`config.mk`:
```
export PLATFORM = sky130hd
export DESIGN_NAME = wb_commit_queue
export DESIGN_NICKNAME = d
export VERILOG_FILES = /design/src/rtl/wb_commit_queue.sv
export SDC_FILE = /design/constraint.sdc
export NUM_CORES = 1
export LEC_CHECK = 0
export ABC_AREA = 1
export CAP_MARGIN = 20
export CORE_MARGIN = 10
export CORE_UTILIZATION = 55
export DETAILED_ROUTE_END_ITERATION = 12
export PLACE_DENSITY = 0.88
export SYNTH_ARGS = -nofsm -noshare
export SYNTH_HDL_FRONTEND = slang
export SYNTH_SLANG_ARGS = --single-unit
export TNS_END_PERCENT = 50
```
`constraint.sdc`:
```
create_clock -name clk -period 4.46 [get_ports clk]
set_clock_uncertainty 0.05 [all_clocks]
set_input_delay 0.669 -clock clk [delete_from_list [all_inputs] [get_ports clk]]
set_output_delay 0.669 -clock clk [all_outputs]
set_load 0.005 [all_outputs]
```
`src/rtl/wb_commit_queue.sv`:
```
// Writeback commit queue: four per-lane result FIFOs drained round-robin into one register write per cycle.
// Optional WB_PENDING_EN macro enables the per-query pending-write hazard flags.
module wb_commit_queue #(
    parameter int DEPTH  = 4,
    parameter int ADDR_W = 5,
    parameter int DATA_W = 32
) (
    input  logic                clk,
    input  logic                rst_n,
    input  logic [3:0]          inValid,
    output logic [3:0]          inReady,
    input  logic [4*ADDR_W-1:0] inAddr,
    input  logic [4*DATA_W-1:0] inData,
    output logic                wbEnable,
    output logic [ADDR_W-1:0]   wbAddr,
    output logic [DATA_W-1:0]   wbData,
    output logic                idle,
    input  logic [4*ADDR_W-1:0] queryAddr,
    output logic [3:0]          pending
);

    localparam int PTR_W = $clog2(DEPTH);
    localparam int CNT_W = PTR_W + 1;

    logic [ADDR_W-1:0] fifo_addr [4][DEPTH];
    logic [DATA_W-1:0] fifo_data [4][DEPTH];
    logic [PTR_W-1:0]  wr_ptr [4];
    logic [PTR_W-1:0]  rd_ptr [4];
    logic [CNT_W-1:0]  count  [4];
    logic [1:0]        rr_ptr;

    logic [3:0]        nonempty;
    logic [3:0]        push;
    logic [3:0]        pop;
    logic              grant_valid;
    logic [1:0]        grant_lane;
    logic [ADDR_W-1:0] head_addr;
    logic [DATA_W-1:0] head_data;

    // Ready depends only on registered count, so a same-cycle pop never opens a full lane.
    always_comb begin
        inReady  = '0;
        nonempty = '0;
        push     = '0;
        pop      = '0;
        for (int i = 0; i < 4; i++) begin
            inReady[i]  = (count[i] != CNT_W'(DEPTH));
            nonempty[i] = (count[i] != '0);
            push[i]     = inValid[i] && (count[i] != CNT_W'(DEPTH))
                          && (inAddr[i*ADDR_W +: ADDR_W] != '0);
            pop[i]      = grant_valid && (grant_lane == 2'(i));
        end
    end

    // Scan from the far end so the lane closest to rr_ptr wins.
    always_comb begin
        grant_valid = 1'b0;
        grant_lane  = rr_ptr;
        for (int k = 3; k >= 0; k--) begin
            if (nonempty[rr_ptr + 2'(k)]) begin
                grant_valid = 1'b1;
                grant_lane  = rr_ptr + 2'(k);
            end
        end
    end

    assign head_addr = fifo_addr[grant_lane][rd_ptr[grant_lane]];
    assign head_data = fifo_data[grant_lane][rd_ptr[grant_lane]];
    assign idle      = ~wbEnable & ~|nonempty;

    always_ff @(posedge clk) begin
        for (int i = 0; i < 4; i++) begin
            if (push[i]) begin
                fifo_addr[i][wr_ptr[i]] <= inAddr[i*ADDR_W +: ADDR_W];
                fifo_data[i][wr_ptr[i]] <= inData[i*DATA_W +: DATA_W];
            end
        end
    end

    always_ff @(posedge clk or negedge rst_n) begin
        if (!rst_n) begin
            for (int i = 0; i < 4; i++) begin
                wr_ptr[i] <= '0;
                rd_ptr[i] <= '0;
                count[i]  <= '0;
            end
            rr_ptr   <= 2'd0;
            wbEnable <= 1'b0;
            wbAddr   <= '0;
            wbData   <= '0;
        end else begin
            for (int i = 0; i < 4; i++) begin
                if (push[i])
                    wr_ptr[i] <= wr_ptr[i] + PTR_W'(1);
                if (pop[i])
                    rd_ptr[i] <= rd_ptr[i] + PTR_W'(1);
                if (push[i] && !pop[i])
                    count[i] <= count[i] + CNT_W'(1);
                else if (!push[i] && pop[i])
                    count[i] <= count[i] - CNT_W'(1);
            end
            if (grant_valid) begin
                wbEnable <= 1'b1;
                wbAddr   <= head_addr;
                wbData   <= head_data;
                rr_ptr   <= grant_lane + 2'd1;
            end else begin
                wbEnable <= 1'b0;
            end
        end
    end

`ifdef WB_PENDING_EN
    logic [DEPTH-1:0] entry_valid [4];

    // An entry slot is live when its distance from the read pointer is below the count.
    always_comb begin
        logic [PTR_W-1:0] offs;
        offs = '0;
        for (int l = 0; l < 4; l++) begin
            entry_valid[l] = '0;
            for (int k = 0; k < DEPTH; k++) begin
                offs              = PTR_W'(k) - rd_ptr[l];
                entry_valid[l][k] = ({1'b0, offs} < count[l]);
            end
        end
    end

    always_comb begin
        logic [ADDR_W-1:0] q;
        q       = '0;
        pending = '0;
        for (int j = 0; j < 4; j++) begin
            q = queryAddr[j*ADDR_W +: ADDR_W];
            if (q != '0) begin
                if (wbEnable && (wbAddr == q))
                    pending[j] = 1'b1;
                for (int l = 0; l < 4; l++)
                    for (int k = 0; k < DEPTH; k++)
                        if (entry_valid[l][k] && (fifo_addr[l][k] == q))
                            pending[j] = 1'b1;
            end
        end
    end
`else
    logic unused_query;
    assign unused_query = ^queryAddr;
    assign pending      = 4'b0000;
`endif

endmodule

```
==> run summary <==
The flow ran to the end, and the final reports show no timing, DRC or antenna violations. After floorplanning, the core was divided into 82 placement rows. The post-route worst setup slack is 0.502 ns.

The placer's final routability congestion estimate is 0.851. Before antenna repair, the detailed router went through 7 iterations. Cells with a size suffix above 1 make up 6.71% of the layout. The hold violation total from the final report came out at 0.

The first-pass GRT wire length came out at 119000 µm. Measured along the y axis, the die boundary spans 246 µm. The number of buffers inserted during clock tree synthesis came out at 67.

Data arrives at the worst endpoint at 4.44 ns. Dividing the final minimum period by the clock period gives 88.7%. The worst hold path class is in2async.

The routed design has 80400 µm of wire. The most numerous cell on the critical path is sky130_fd_sc_hd__nand2_1. The count of nets left with antenna violations once routing finished came out at 0. The mapped cell area is 28000 µm².

The floorplan step defined a die boundary enclosing 60300 µm². Detailed placement ended at an HPWL of 45100 µm. The number of top-level pins is 221. The share of synthesized area occupied by flip-flops and latches is 69.6%. The critical path is of the reg2reg type. Among cell families on the critical path, the largest total delay comes from simple AND/OR/NAND/NOR gates. After technology mapping, the gate count stands at 2466.

STA classifies the critical path startpoint as a register. The global route total overflow is 0. The die extent in x is 246 µm. For the pin with the worst max-slew slack, the measured transition is 0.942 ns.

The footprint of the multi-input gates is 7520 µm². Counting flops and latches in the post-synthesis netlist gives 660. The average cell area after synthesis came out at 11.3 µm².

The number of buffers added for setup after CTS is 0. The longest clock path from root to sink contains 3 buffers. The number of synthesis warnings came out at 0. The internal reg-to-reg setup slack is 0.50 ns. Counting both buffers and inverters, the worst setup path holds a total of 2. The count of maximum capacitance violations is 0. The highest attainable clock frequency is 253 MHz. Hold timing on the final database bottoms out at a slack of 0.0308 ns.

The area growth from synthesis to final layout came out at 16.6%. The minimum clock period after layout is 3.96 ns. The starting density of the core came out at 55.8%. The initial antenna violation count came to 10. The maximum single-stage delay on the critical path is 0.64 ns. The worst slew slack as a fraction of its limit is 37.2%. The data required time of the worst path came out at 4.94 ns.

The sequential cell area came out at 19500 µm². The peak fanout along the critical path came out at 93. The number of buffers inserted by hold repair at cts came out at 0. The sum of negative setup slack is 0 ns. The pre-CTS setup slack came out at 0.497 ns. The TritonCTS clock tree is built.

At the later pin of the worst-skew pair, clock insertion delay measures 0.61 ns. The filler cell count in the final layout is 3409. The number of violations reported at the end of detailed-routing iteration 0 came out at 3149. In this run the clock root is driven by a sky130_fd_sc_hd__clkbuf_16. The average detailed-routed wire length per instance is 24.1 µm.

For this run, design rule violations remaining after detail routing come to 0. The number of distinct library cell variants in the gate-level netlist after synthesis is 34. Walking the worst path, the cells encountered are nor2_1, nand3_1, nand2_1, nand2_1, nand2_1, nand2_1, nand3_4, buf_6, buf_4, nand3_1, nand3_1, nand2_1, nand2_1, nand3_1, nand2_1, nand2_1, nand2_1. The slowest stage of the critical path is the sky130_fd_sc_hd__buf_6 cell.

Setup violations remaining at the end of the flow were counted as 0. The endpoint type of the worst setup path is a register. The clock tree synthesis step divided the H-tree into 3 levels. Port buffering added 196 buffers. The number of nets in the layout is 2801. Entering global routing, the biggest net connects 165 pins. The number of global-route vias before repair came to 20.3k. The area of the core is 50200 µm². The final max-slew violation count came to 0. Using the TritonRoute via totals, the vias-per-cell ratio works out to 6.16. The total number of vias is 20.5k. Setup repair after global routing left no endpoint under its margin.

For this run, the total global-route usage over all layers was measured as 26.0%. The clock transition at the registers of the reported paths came out at 0.07 ns. The total number of clock tree sinks is 660.
per-stage QoR:
step | cell area, µm² | util, % | std cells
after floorplan | 28000 | - | 2469
after global placement | 30300 | 60.4 | 3204
after detailed placement | 30300 | 60.4 | 3204
after CTS | 32600 | 64.9 | 3323
after global routing | 32600 | 65.0 | 3327
final | 32600 | 65.0 | 3331
layout by cell type, fill, tap and decap left out, types with 16 or more instances in the layout:
cell type,Yosys,routed
sky130_fd_sc_hd__dfrtp_1,68,68
sky130_fd_sc_hd__clkbuf_1,15,18
sky130_fd_sc_hd__xor2_1,16,16
sky130_fd_sc_hd__ha_1,20,20
sky130_fd_sc_hd__nand3_1,691,691
sky130_fd_sc_hd__edfxtp_1,592,592
sky130_fd_sc_hd__clkdlybuf4s50_1,0,195
sky130_fd_sc_hd__nor2_4,0,16
sky130_fd_sc_hd__buf_4,48,29
sky130_fd_sc_hd__clkbuf_16,0,70
sky130_fd_sc_hd__inv_1,47,46
sky130_fd_sc_hd__nand2_1,781,777
flip-flops by register name (all words and copies together), names as in the netlist:
register,cells
count,12
fifo_addr,80
fifo_data,512
rd_ptr,8
rr_ptr,2
wbAddr,5
wbData,32
wbEnable,1
wr_ptr,8
synthesized netlist by cell type (all sizes together):
master / instances / share of area (%)
nand2: 785 / 11
inv: 49 / 0.67
a21oi: 4 / 0.072
a21boi: 1 / 0.067
xor2: 16 / 0.50
ha: 20 / 0.89
clkbuf: 15 / 0.20
nand3: 695 / 13
and3: 2 / 0.045
nor2: 30 / 0.43
xnor2: 5 / 0.18
dfrtp: 68 / 6.1
fa: 4 / 0.29
o21ai: 11 / 0.20
o22ai: 1 / 0.022
nor3: 7 / 0.14
nand3b: 1 / 0.027
buf: 153 / 3.3
o211ai: 2 / 0.054
edfxtp: 592 / 64
conb: 1 / 0.013
mux2: 4 / 0.16
area by class of cell:
type                            instances  area share, %
Tap cell                              672           2.58
Antenna cell                            6         0.0460
Clock buffer                           89           5.62
Multi-Input combinational cell       1592           23.0
Sequential cell                       660           59.7
Clock inverter                         30           1.23
Timing Repair Buffer                  233           7.22
Inverter                               49          0.571
logic make-up (layout without fill, tap and decap cells):
kind of cell | after synthesis | count (layout) | synth area share [%]
AOI/OAI and AO/OA | 19 | 19 | 0.412
xor gates and xnor gates | 21 | 21 | 0.684
adders and majority gates | 24 | 24 | 1.18
buffers and inverters | 217 | 401 | 4.17
DFF | 660 | 660 | 69.6
muxes | 4 | 4 | 0.161
other | 1 | 10 | 0.0134
and+or+nand+nor | 1520 | 1520 | 23.7
routing by layer:
layer,global-route usage (%),wire [µm],up-vias
met5,0,83,-
met4,11.9,3450,14
met3,6.58,10900,296
met2,42.9,38800,1616
met1,31.9,27100,9690
li1,-,-,8901
worst paths after layout:
kind,start,endpoint,cells after the start
max in group asynchronous,rst_n,wbData[0]$_DFFE_PN0P_,2
setup / recovery,count[9]$_DFFE_PN0P_,wbData[3]$_DFFE_PN0P_,17
hold reg to reg,rd_ptr[7]$_DFFE_PN0P_,rd_ptr[7]$_DFFE_PN0P_,1
min in group clk,rd_ptr[7]$_DFFE_PN0P_,rd_ptr[7]$_DFFE_PN0P_,1
hold / removal,rst_n,wbData[16]$_DFFE_PN0P_,1
setup reg to reg,count[9]$_DFFE_PN0P_,wbData[3]$_DFFE_PN0P_,17
repair_timing:
action,4_1_cts,5_1_grt
hold endpoints to repair,0,0
endpoints found under the setup margin,0,1
gates resized for setup,0,1
Power is not shown: default switching activity piles up to over one toggle a cycle in this logic, so the estimate is an artifact.
